--- src/rtl/nco_sweep_ctrl.sv ---
// Stepped-frequency sweep sequencer for the NCO.
// Primes the NCO pipeline, sweeps N points of D cycles each, then flushes it.
module nco_sweep_ctrl #(
  parameter int APR  = 32,
  parameter int CNTW = 16,
  parameter int LAT  = 10
) (
  input  logic            clk,
  input  logic            reset_n,
  input  logic            start,
  input  logic            abort,
  input  logic [APR-1:0]  cfg_phi_start,
  input  logic [APR-1:0]  cfg_phi_step,
  input  logic [CNTW-1:0] cfg_nsteps,
  input  logic [CNTW-1:0] cfg_dwell,
  input  logic            nco_out_valid,
  output logic            nco_clken,
  output logic [APR-1:0]  phi_inc_o,
  output logic            busy,
  output logic            done,
  output logic            aborted,
  output logic [CNTW-1:0] step_idx,
  output logic            err_valid
);

  localparam int LCW = (LAT < 2) ? 1 : $clog2(LAT);
  localparam logic [LCW-1:0] LAT_LAST = LCW'(LAT - 1);

  typedef enum logic [2:0] {
    IDLE,
    PRIME,
    SWEEP,
    FLUSH,
    DONE
  } state_t;

  state_t          state_q, state_d;
  logic [LCW-1:0]  latCnt_q, latCnt_d;
  logic [CNTW-1:0] dwellCnt_q, dwellCnt_d;
  logic [CNTW-1:0] stepIdx_q, stepIdx_d;
  logic [CNTW-1:0] stepLast_q, stepLast_d;
  logic [CNTW-1:0] dwellLast_q, dwellLast_d;
  logic [APR-1:0]  phiStep_q, phiStep_d;
  logic [APR-1:0]  phiInc_q, phiInc_d;
  logic            clken_q, clken_d;
  logic            busy_q, busy_d;
  logic            done_q, done_d;
  logic            aborted_q, aborted_d;
  logic            err_q, err_d;

  always_comb begin
    state_d     = state_q;
    latCnt_d    = latCnt_q;
    dwellCnt_d  = dwellCnt_q;
    stepIdx_d   = stepIdx_q;
    stepLast_d  = stepLast_q;
    dwellLast_d = dwellLast_q;
    phiStep_d   = phiStep_q;
    phiInc_d    = phiInc_q;
    clken_d     = 1'b0;
    busy_d      = 1'b0;
    done_d      = 1'b0;
    aborted_d   = 1'b0;
    err_d       = err_q;

    case (state_q)
      IDLE: begin
        if (start && !abort) begin
          // Store last-index forms (N-1, D-1) so the counters are only ever compared.
          stepLast_d  = (cfg_nsteps == '0) ? '0 : cfg_nsteps - CNTW'(1);
          dwellLast_d = (cfg_dwell == '0) ? '0 : cfg_dwell - CNTW'(1);
          phiStep_d   = cfg_phi_step;
          phiInc_d    = cfg_phi_start;
          stepIdx_d   = '0;
          latCnt_d    = '0;
          err_d       = 1'b0;
          clken_d     = 1'b1;
          busy_d      = 1'b1;
          state_d     = PRIME;
        end
      end
      PRIME: begin
        clken_d = 1'b1;
        busy_d  = 1'b1;
        if (latCnt_q == LAT_LAST) begin
          dwellCnt_d = '0;
          state_d    = SWEEP;
        end else begin
          latCnt_d = latCnt_q + LCW'(1);
        end
      end
      SWEEP: begin
        clken_d = 1'b1;
        busy_d  = 1'b1;
        if (!nco_out_valid) err_d = 1'b1;
        if (dwellCnt_q == dwellLast_q) begin
          dwellCnt_d = '0;
          if (stepIdx_q == stepLast_q) begin
            latCnt_d = '0;
            state_d  = FLUSH;
          end else begin
            stepIdx_d = stepIdx_q + CNTW'(1);
            phiInc_d  = phiInc_q + phiStep_q;
          end
        end else begin
          dwellCnt_d = dwellCnt_q + CNTW'(1);
        end
      end
      FLUSH: begin
        busy_d = 1'b1;
        if (latCnt_q == LAT_LAST) begin
          done_d  = 1'b1;
          state_d = DONE;
        end else begin
          clken_d  = 1'b1;
          latCnt_d = latCnt_q + LCW'(1);
        end
      end
      DONE: begin
        state_d = IDLE;
      end
      default: begin
        state_d = IDLE;
      end
    endcase

    // Abort overrides every transition out of the active states; DONE finishes normally.
    if (abort && (state_q == PRIME || state_q == SWEEP || state_q == FLUSH)) begin
      state_d   = IDLE;
      stepIdx_d = stepIdx_q;
      phiInc_d  = phiInc_q;
      clken_d   = 1'b0;
      busy_d    = 1'b0;
      done_d    = 1'b0;
      aborted_d = 1'b1;
    end
  end

  always_ff @(posedge clk or negedge reset_n) begin
    if (!reset_n) begin
      state_q     <= IDLE;
      latCnt_q    <= '0;
      dwellCnt_q  <= '0;
      stepIdx_q   <= '0;
      stepLast_q  <= '0;
      dwellLast_q <= '0;
      phiStep_q   <= '0;
      phiInc_q    <= '0;
      clken_q     <= 1'b0;
      busy_q      <= 1'b0;
      done_q      <= 1'b0;
      aborted_q   <= 1'b0;
      err_q       <= 1'b0;
    end else begin
      state_q     <= state_d;
      latCnt_q    <= latCnt_d;
      dwellCnt_q  <= dwellCnt_d;
      stepIdx_q   <= stepIdx_d;
      stepLast_q  <= stepLast_d;
      dwellLast_q <= dwellLast_d;
      phiStep_q   <= phiStep_d;
      phiInc_q    <= phiInc_d;
      clken_q     <= clken_d;
      busy_q      <= busy_d;
      done_q      <= done_d;
      aborted_q   <= aborted_d;
      err_q       <= err_d;
    end
  end

  assign nco_clken = clken_q;
  assign phi_inc_o = phiInc_q;
  assign busy      = busy_q;
  assign done      = done_q;
  assign aborted   = aborted_q;
  assign step_idx  = stepIdx_q;
  assign err_valid = err_q;

endmodule

--- config.mk ---
export PLATFORM = sky130hd
export DESIGN_NAME = nco_sweep_ctrl
export DESIGN_NICKNAME = d
export VERILOG_FILES = /design/src/rtl/nco_sweep_ctrl.sv
export SDC_FILE = /design/constraint.sdc
export NUM_CORES = 1
export LEC_CHECK = 0
export CAP_MARGIN = 10
export CORE_UTILIZATION = 45
export DETAILED_ROUTE_END_ITERATION = 16
export PLACE_DENSITY = 0.7
export SYNTH_ARGS = -nofsm -noshare
export SYNTH_HDL_FRONTEND = slang
export SYNTH_SLANG_ARGS = --single-unit
export TNS_END_PERCENT = 100
--- constraint.sdc ---
create_clock -name clk -period 3.2 [get_ports clk]
set_input_delay 0.32 -clock clk [delete_from_list [all_inputs] [get_ports clk]]
set_output_delay 0.32 -clock clk [all_outputs]
set_load 0.005 [all_outputs]
==> results of run 1 <==
-- worst max path at each step --
stage                              from                        end  slack (ps)
6_report       phi_inc_o[0]$_DFFE_PN0P_  phi_inc_o[28]$_DFFE_PN0P_         240
2_1_floorplan  phi_inc_o[0]$_DFFE_PN0P_  phi_inc_o[28]$_DFFE_PN0P_         300
3_5_place_dp   phi_inc_o[0]$_DFFE_PN0P_  phi_inc_o[28]$_DFFE_PN0P_         210
4_1_cts        phi_inc_o[0]$_DFFE_PN0P_  phi_inc_o[28]$_DFFE_PN0P_         210
5_1_grt        phi_inc_o[0]$_DFFE_PN0P_  phi_inc_o[30]$_DFFE_PN0P_          20
3_3_place_gp   phi_inc_o[0]$_DFFE_PN0P_  phi_inc_o[28]$_DFFE_PN0P_         260
-- layout by cell type, fill, tap and decap left out, drive strengths merged, types with 5 or more instances in the layout --
cell type      netlist  final
nor2                72     72
o31ai                6      6
clkdlybuf4s50        0    152
nor4                11     11
buf                 11     22
a21o                18     18
clkbuf              31     19
o22ai                9      9
o221a                8      8
xnor2               50     50
a21oi               55     55
nand2b               7      7
dfrtp              140    140
nand4               18     18
nand3               41     41
a31oi               14     14
ha                  39     39
o21ai               75     75
clkinvlp             0      6
xor2                47     47
nand2              176    176
nor3                12     12
inv                 17     18
and3                25     25
or3                  5      5
-- flip-flops by register name, indices dropped and copies added (netlist names) --
register / cells
aborted: 1
busy: 1
done: 1
dwellCnt_q: 16
dwellLast_q: 16
err_valid: 1
latCnt_q: 4
nco_clken: 1
phiStep_q: 32
phi_inc_o: 32
state_q: 3
stepLast_q: 16
step_idx: 16
-- cell type report --
class	instances	area, um2
tap	229	287
sequential	140	3500
multi-input combinational	746	4560
inverter	17	63.8
fill	1604	7240
clock buffer	19	433
clock inverter	13	145
timing repair buffer	175	1730
-- power groups by stage --
stage	clock (W)	combinational (W)	sequential, W
5_1_grt	0.00204	0.00427	0.00267
6_report	0.00193	0.00380	0.00261
3_5_place_dp	0	0.00379	0.00264
2_1_floorplan	0	0.00264	0.00255
4_1_cts	0.00196	0.00382	0.00261
3_3_place_gp	0	0.00376	0.00261
-- layer usage --
metal	GRT usage, %	vias to the layer above
li1	-	3641
met1	30.7	3447
met2	36.2	180
met3	4.49	19
met4	5.13	0
met5	0	-
-- cells by family (layout without fill, tap and decap cells) --
logic type | after synthesis | count (layout) | synth area share (%)
simple gates | 386 | 386 | 21.4
compound gates | 219 | 219 | 16.5
flops | 140 | 140 | 42.4
xor+xnor | 97 | 97 | 10.3
buf+inv | 59 | 224 | 2.84
fa+ha+maj | 40 | 40 | 6.14
mux | 4 | 4 | 0.499
-- stage by stage --
stage                     instance area (um2)  power (W)  setup slack, ps  hold slack (ps)
after floorplan                          8270    0.00519              300             24.4
after global placement                  10100    0.00638              259              370
after detailed placement                10100    0.00642              210              368
after CTS                               10700    0.00839              206              417
after global routing                    10700    0.00898             19.3              432
final                                   10700    0.00835              239              425
-- worst max-delay path, cell delays in order (launching register included) --
cell      delay (ps)
dfrtp_1          390
ha_1             230
fa_1             410
a21o_1           210
a221oi_1         310
or4_1            200
a31oi_2          140
a21oi_1          220
o21ai_0          170
a21o_1           220
a211o_1          280
o211ai_1          80
-- what timing repair did --
item | 4_1_cts | 5_1_grt
endpoints found under the hold margin | 68 | 0
setup endpoints to repair | 0 | 0
hold buffers | 1 | 0
setup buffers | 0 | 0
==> results by group, run 1 <==
Logic synthesis
  • Yosys top cell area share: between 40% and 50%
  • Synth cell count leaders: 176 x nand2_1, 140 x dfrtp_1, 75 x o21ai_0, 72 x nor2_1, 55 x a21oi_1
  • Post-synth design cell area: 8270 um2
  • Syn Nets: 1,086
  • Mean Syn Cell Area: 8.75 um2
  • Main flop type after synthesis: dfrtp_1
  • Synth top area cells: dfrtp_1 42%, nand2_1 8.0%, ha_1 5.9%, xnor2_1 5.3%, xor2_1 5.0%
  • Yosys Warn Count: 0
  • Register area share after synthesis: between 40 and 50%
  • Distinct cells, synth: 60
  • FFs w/ async S/R, synth: 100%
  • Number of flops mapped to enable cells by yosys: 0
  • Syn Inst Count: 945
  • Synth area leader: dfrtp_1
  • Register bit total from synthesis: 140
  • Count leader, synth: nand2_1

Timing
  • Post-route minimum period: 2960 ps
  • Period utilization: between 90% and 100%
  • Fmax: 338 MHz
  • Count of final setup violators: 0
  • Final worst clock skew: about 14 ps
  • Slew @ Worst Pin: 698 ps
  • Max-slew violations: 0
  • Worst slew margin: a little over half
  • Setup TNS: 0 ps
  • Final Hold Viols: 0
  • RSZ-0062 raised after global routing: false

Clock tree
  • Worst skew pair latency: 420 ps
  • Clock transition at the registers of the reported paths: 60 ps
  • Root buf cell: clkbuf_16
  • Cts bufs inserted: 17
  • CTS-repair resized insts: 0
  • CTS tree: done
  • CTS Sinks: 140
  • # H-tree levels: 4
  • Clock Path Buffers: 2

Drt
  • DRT Wirelength: 20,400 um
  • Vias after detailed routing: about 7,300
  • Number of DRC markers in iteration 0: around 470
  • Wl on met1: 9700 um
  • Metal2 WL: ~9500 um
  • Metal3 WL: between 1000 and 1500 um
  • Highest routed metal layer: met4
  • DR WL/cell: 15.2 um
  • Residual DRC: 0
  • Routed vias/inst: 5.44
  • Number of detailed-route iterations in the first pass: 5
  • Detail Route Antenna Nets: 0

Power and ir drop
  • Power density cells: 779 nW/um2
  • Sequential cell fraction of total power: between 30% and 40%
  • Cell Int Power: ~0.0052 W
  • Peak supply drop: 0.512 mV
  • Sw Share: a little under two fifths
  • Clk network pwr share: 23.2%
  • NetSw: 0.00312 W
  • Lkg Pwr: between 4 and 5 nW
  • Logic pwr share: 45.6%

Floorplan
  • Total core area: 18,000 um2
  • Area of the die: 18,900 um2
  • Initial core utilization: 46.0%
  • Die W: 138 um
  • # rows: 49
  • Die Ht: 138 um
  • Top-level I/O count: 154

Place
  • Final HPWL DP: 14,600 um
  • PortBufs: ~150
  • Cells after DPL: 1,306
  • Routability cong.: 0.869

Cells and area
  • # diodes: 0
  • Final non-filler cell total: 1,339
  • Final net count: 1,238
  • Ratio of cells with drive above 1 in the final layout: 6.49%
  • Final Util: between 50% and 60%
  • Area grow syn2layout: 29.6%

GRT
  • First-pass GRT wire length: ~33,000 um
  • Number of global-route vias before repair: 6,873
  • Initial antenna violation count: 0
  • Congestion Overflow GR: 0
  • GR Util All Layers: ~22%
  • Pin count of the biggest net entering global routing: 71

Min path
  • Worst hold path class: in2reg
  • Min-Delay Endpoint: phiStep_q[6]$_DFFE_PN0P_
  • Hold Path Cell Cnt: 3
  • Worst Hold Launch: cfg_phi_step[6]

Worst setup path
  • Reg2reg path depth: 11
  • Crit start category: flop
  • Crit. End Element: flop
  • FF-to-FF End: phi_inc_o[28]$_DFFE_PN0P_
  • WP data arrival: 3300 ps
  • WS Path Type: reg2reg
  • Critical Path RT: 3530 ps
  • Reg2reg start: phi_inc_o[0]$_DFFE_PN0P_
  • FF-to-FF setup slack: approximately 240 ps
  • Maximum fanout along the worst path: 4

Job
  • MaxCap Viol Count: 0

Status
  • Status: completed
(Power assumes the default switching activity.)
==> run 2, diff against run 1 <==
--- a/config.mk
+++ b/config.mk
@@ -9,6 +9,7 @@
 export CORE_UTILIZATION = 45
 export DETAILED_ROUTE_END_ITERATION = 16
 export PLACE_DENSITY = 0.7
+export SETUP_SLACK_MARGIN = 0.3
 export SYNTH_ARGS = -nofsm -noshare
 export SYNTH_HDL_FRONTEND = slang
 export SYNTH_SLANG_ARGS = --single-unit
==> results by group, run 2 (synthesis results as in run 1) <==
Worst setup path
  • Max incr delay on CP: 530 ps (+120 ps)
  • Crit-path cells: ha_4, fa_2, a21o_1, a221oi_2, or4_4, a31oi_4, a21oi_2, buf_4, o211ai_1, nand2_1, or4_1, nand3_1
  • Slowest stage cell on the critical path: or4_4
  • Maximum fanout along the worst path: 3 (-1)
  • CP Buf/Inv Count: 1 (+1)
  • Crit start category: flop
  • WS Path Type: reg2reg
  • Critical Path RT: 3550 ps (+20 ps)
  • WP data arrival: 3120 ps (-180 ps)
  • Crit. End Element: flop
  • CP top delay family: simple AND/OR/NAND/NOR gates

Timing
  • Count of final setup violators: 0 (unchanged)
  • Worst slew margin: 54.0% (+0.54 points)
  • Post-route minimum period: 2760 ps (-199 ps)
  • Final worst clock skew: 9.87 ps (-3.74 ps)
  • Slew @ Worst Pin: 690 ps (-8.12 ps)
  • Setup TNS: 0 ps (unchanged)
  • Final Hold Viols: 0 (unchanged)
  • Max-slew violations: 0 (unchanged)
  • Fmax: 362 MHz (+7.2%)
  • RSZ-0062 raised after global routing: false
  • Setup slack after layout: 437 ps (+199 ps)
  • Period utilization: 86.3% (-6.2 points)

Cells and area
  • # diodes: 0 (unchanged)
  • Most frequent cells in the layout: 176 x nand2_1, 152 x clkdlybuf4s50_1, 140 x dfrtp_1, 75 x o21ai_0, 72 x nor2_1
  • Final net count: 1,243 (+0.40%)
  • Area grow syn2layout: 31.6%
  • Most common cell after layout, fill and taps aside: nand2_1
  • Ratio of cells with drive above 1 in the final layout: 8.34% (+1.9 points)
  • Final Cell Area: 10,900 um2 (+1.5%)

Job
  • MaxCap Viol Count: 0 (unchanged)

GRT
  • Pin count of the biggest net entering global routing: 71 (unchanged)
  • First-pass GRT wire length: 33,300 um (+0.10%)
  • Initial antenna violation count: 0 (unchanged)
  • GR Util All Layers: 22.4% (+0.024 points)
  • Number of global-route vias before repair: 6,888 (+0.22%)
  • Congestion Overflow GR: 0 (unchanged)

Power and ir drop
  • Peak supply drop: 0.512 mV (about the same)
  • Logic pwr share: 47.0% (+1.4 points)
  • Sequential cell fraction of total power: 30.5% (-0.8 points)
  • Sw Share: 37.6% (+0.20 points)
  • Clk network pwr share: 22.5% (-0.7 points)
  • NetSw: 0.00324 W (+3.8%)
  • Cell Int Power: 0.00538 W (+2.9%)
  • Power density cells: 791 nW/um2 (+1.7%)
  • Lkg Pwr: 4.80 nW (+0.70%)

Place
  • Post-DP Area: 10,100 um2 (unchanged)
  • PortBufs: 153 (unchanged)
  • Routability cong.: 0.869 (unchanged)
  • Final HPWL DP: 14,600 um (unchanged)
  • DP Worst Slack: 210 ps (unchanged)

Drt
  • DR WL/cell: 15.4 um (+1.1%)
  • Number of DRC markers in iteration 0: 477 (+1.1%)
  • Number of detailed-route iterations in the first pass: 5 (unchanged)
  • Detail Route Antenna Nets: 0 (unchanged)
  • Residual DRC: 0 (unchanged)
  • Routed vias/inst: 5.47 (+0.49%)
  • DRT Wirelength: 20,700 um (+1.5%)
  • Vias after detailed routing: 7,350 (+0.86%)

Clock tree
  • Root buf cell: clkbuf_16
  • Worst skew pair latency: 420 ps (about the same)
  • Cts bufs inserted: 17 (unchanged)
  • CTS Sinks: 140 (unchanged)
  • # H-tree levels: 4 (unchanged)
  • Clock Path Buffers: 2 (unchanged)
  • Clock transition at the registers of the reported paths: 60 ps (about the same)
  • CTS tree: done

Floorplan
  • Die Ht: 138 um (unchanged)
  • Initial core utilization: 46.0% (unchanged)
  • Top-level I/O count: 154 (unchanged)
  • Die W: 138 um (unchanged)
  • # rows: 49 (unchanged)
  • Total core area: 18,000 um2 (unchanged)
  • Area of the die: 18,900 um2 (unchanged)

Status
  • Status: completed

Min path
  • Worst hold path class: in2reg
[run 2: worst register-to-register path: cells and delay by family, from the launching register on]
| kind | cells | cell delay (ps) |
|---|---|---|
| AOI/OAI and AO/OA | 5 | 700 |
| adders and majority gates | 2 | 360 |
| buffers and inverters | 1 | 150 |
| DFF | 1 | 390 |
| and+or+nand+nor | 4 | 1100 |
[run 2: path summary, 6_finish.rpt]
kind                                            from                        end  slack (ps)  cells past startpoint
min in group asynchronous                    reset_n   phi_inc_o[9]$_DFFE_PN0P_         470                      2
max in group asynchronous                    reset_n  phi_inc_o[30]$_DFFE_PN0P_        1980                      3
hold reg to reg            phiStep_q[29]$_DFFE_PN0P_  phiStep_q[29]$_DFFE_PN0P_         480                      2
setup / recovery            phi_inc_o[0]$_DFFE_PN0P_  phi_inc_o[30]$_DFFE_PN0P_         440                     12
setup reg to reg            phi_inc_o[0]$_DFFE_PN0P_  phi_inc_o[30]$_DFFE_PN0P_         440                     12
hold / removal                       cfg_phi_step[6]   phiStep_q[6]$_DFFE_PN0P_         420                      3
[run 2: through the flow]
| stage | total power [W] | hold WS [ps] | std cells | util, % |
|---|---|---|---|---|
| finish | 0.00862 | 424 | 1344 | 60.6 |
| global route | 0.00925 | 432 | 1344 | 60.6 |
| CTS | 0.00848 | 417 | 1340 | 60.0 |
| detailed placement | 0.00642 | 368 | 1306 | 56.4 |
| global placement | 0.00638 | 370 | 1306 | 56.4 |
| floorplan | 0.00519 | 24.4 | 945 | - |
[run 2: power groups by stage]
stage          combinational (W)  clock, W  sequential, W
6_report                 0.00405   0.00193        0.00263
2_1_floorplan            0.00264         0        0.00255
4_1_cts                  0.00390   0.00196        0.00262
5_1_grt                  0.00453   0.00204        0.00269
3_3_place_gp             0.00376         0        0.00261
3_5_place_dp             0.00379         0        0.00264
[run 2: metal layers]
layer	vias to the layer above	routed length (um)	share of wire [%]	GRT usage [%]
met5	-	0	0	0
met4	0	190	0.92	5.13
met3	22	1010	4.9	4.49
met2	178	9710	47	36.3
met1	3504	9780	47	30.7
li1	3646	-	-	-
[run 2: timing repair]
action                                  4_1_cts  5_1_grt
hold buffers                                  1        0
buffers inserted                              1        4
pin swaps                                     1        3
endpoints found under the setup margin        2        9
endpoints found under the hold margin        68        0
resized for setup                             5       14
[run 2: area by class of cell]
class / instances / area [um2]
clock buffer: 19 / 433
sequential: 140 / 3500
multi-input combinational: 746 / 4690
tap: 229 / 287
timing repair buffer: 180 / 1760
clock inverter: 13 / 145
inverter: 17 / 63.8
fill: 1578 / 7080
==> variant: new RTL, settings of run 2 <==
Register the input `cfg_nsteps` before use, with the module's reset. The logic sees it one clock later. The other inputs are not delayed to match.
--- a/src/rtl/nco_sweep_ctrl.sv
+++ b/src/rtl/nco_sweep_ctrl.sv
@@ -34,6 +34,16 @@
     DONE
   } state_t;
 
+  logic [CNTW-1:0] cfg_nsteps_q;
+
+  always_ff @(posedge clk or negedge reset_n) begin
+    if (!reset_n) begin
+      cfg_nsteps_q <= '0;
+    end else begin
+      cfg_nsteps_q <= cfg_nsteps;
+    end
+  end
+
   state_t          state_q, state_d;
   logic [LCW-1:0]  latCnt_q, latCnt_d;
   logic [CNTW-1:0] dwellCnt_q, dwellCnt_d;
@@ -67,7 +77,7 @@
       IDLE: begin
         if (start && !abort) begin
           // Store last-index forms (N-1, D-1) so the counters are only ever compared.
-          stepLast_d  = (cfg_nsteps == '0) ? '0 : cfg_nsteps - CNTW'(1);
+          stepLast_d  = (cfg_nsteps_q == '0) ? '0 : cfg_nsteps_q - CNTW'(1);
           dwellLast_d = (cfg_dwell == '0) ? '0 : cfg_dwell - CNTW'(1);
           phiStep_d   = cfg_phi_step;
           phiInc_d    = cfg_phi_start;
Formal check against the unedited RTL: no difference found for any inputs over 10 cycles, from zero or initial values and one cycle with reset_n low; that may be too few to reach the edited logic, so the function may still have changed.
==> variant against run 2 <==
Wire length increased by 7.1%. First-iteration DRC count decreased by 14%. Sequential share of layout area increased by 2.5 points. Sequential power increased by 21%. Critical path depth decreased by 1. Cell area increased by 3.5%. Sequential cell count increased by 16. Setup slack got worse by 0.054 ns. Area after synthesis increased by 6.5%. Die area increased by 6.4%. Fmax decreased by 1.9%. Combinational power increased by 31%. Clock skew increased by 0.0022 ns. Power increased by 21%. Critical endpoint unchanged. Highest routed layer unchanged.
==> variant: results (changes against run 2) <==
metric	value	unit	change
net count after synthesis	1105		+1.7%
XOR/XNOR Fraction of Synth Area	0.1014		-0.001273
P_comb	5.32	mW	+31%
mux cell area share after synthesis	0.01108		+0.006089
commonest cells in the netlist	nand2_1 (181), dfrtp_1 (156), o21ai_0 (74), nor2_1 (72), xnor2_1 (56)		
share of layout cells above drive strength 1	0.08075		-0.002663
GPL Wtd Cong	0.9015		+3.7%
Slew HR	0.4825		-0.05766
Critical Path AT	3.11	ns	about the same
total wire length	22160	um	+7.1%
clk pwr	1.91	mW	
Num CTS Buffers	17		unchanged
initial antenna violation count	1		+1
gr usage total	0.2307		+0.006949
Unique masters post-synth	64		+6.7%
DR WL/cell	15.96	um	+3.7%
clk_skew	0.01211	ns	+0.002249 ns
top_reg_cell synth	dfrtp_1		
area share of fa/ha/maj cells after synthesis	0.05768		-0.003734
critical path startpoint category	flop		
endpoint class of the critical path	flop		
Mapped Avg Cell Area	9.136	sq um	+4.4%
Clock Path Buffers	2		unchanged
outcome	finished, final reports clean		
largest net degree at the start of global routing	87		+23%
Worst-Skew Late Latency	0.43	ns	
Placed Cells	1351		+3.4%
port bufs	153		unchanged
HPWL Detailed	16250	um	+11%
Fillers	1684		+6.7%
Reg-to-Reg Start	phi_inc_o[0]		
Pre-antenna DRT Iters	5		unchanged
cell count of the worst reg-to-reg path	11		-1
largest cells by area after synthesis	dfrtp_1 (44%), nand2_1 (7.7%), xnor2_1 (5.6%), ha_1 (5.5%), xor2_1 (4.6%)		
VDD IR max	480.7	uV	-6.1%
Hold WC Path Type	primary input to flop		
Worst Hold End	cfg_nsteps_q[14]		
initial core utilization	0.4646		+0.004148
Hold Path Origin	cfg_nsteps[14]		
global-route wire length before repair	36370	um	+9.1%
Crit Path Max Fanout	3		unchanged
vias per cell	5.329		-2.6%
CTS clock-pin slew for the worst setup and hold paths	0.07	ns	
post-synthesis compound-gate area fraction	0.1520		-0.01302
P_leak	4.954	nW	+3.2%
initial detailed-routing violation count	412		-14%
Yosys warning count	0		unchanged
Min-Delay Path Depth	1		-2
reg-to-reg slack, setup	0.38	ns	-0.05 ns
register area share after synthesis	0.4432		+0.01971
vias in the first global route	7305		+6.1%
nets@finish	1255		+0.97%
NetSw	4.192	mW	+29%
variant: metrics by stage:
stage | cell area, sq um | power [mW] | hold WS [ns] | setup WS [ns]
detailed placement | 10620 | 8.285 | 0.4206 | 0.2159
finish | 11270 | 10.40 | 0.3187 | 0.3834
CTS | 11210 | 10.30 | 0.3089 | 0.3195
global placement | 10620 | 8.216 | 0.4275 | 0.2919
global route | 11270 | 11.23 | 0.3048 | 0.2848
floorplan | 8807 | 6.710 | 0.02441 | 0.4106
variant: critical path, cell delays in order, from the launching register on:
cell,delay (ns)
dfrtp_1,0.39
ha_2,0.22
fa_1,0.38
and2_1,0.21
o2111ai_2,0.19
a21o_1,0.14
o211a_1,0.17
a32o_1,0.25
o21ai_1,0.16
a221oi_2,0.29
xnor2_1,0.15
o221ai_1,0.11
variant: final cells by class:
type | instances | share of cell area
antenna | 1 | 0.0002220
clock buffer | 17 | 0.03774
clock inverter | 15 | 0.01166
inverter | 15 | 0.004996
multi-input combinational | 752 | 0.4213
sequential | 156 | 0.3464
tap | 260 | 0.02886
timing repair buffer | 172 | 0.1489
variant: routing by layer:
| metal | vias up | part of all wire | global-route usage |
|---|---|---|---|
| li1 | 3664 | - | - |
| met1 | 3548 | 0.48 | 0.3131 |
| met2 | 168 | 0.47 | 0.3744 |
| met3 | 17 | 0.047 | 0.05029 |
| met4 | 0 | 0.010 | 0.05829 |
| met5 | - | 0 | 0 |
variant: what timing repair did:
item,in CTS,in global routing
hold buffers,1,0
hold endpoints to repair,83,0
endpoints found under the setup margin,2,8
pin swaps,3,4
buffers inserted,2,1
resized for setup,2,13
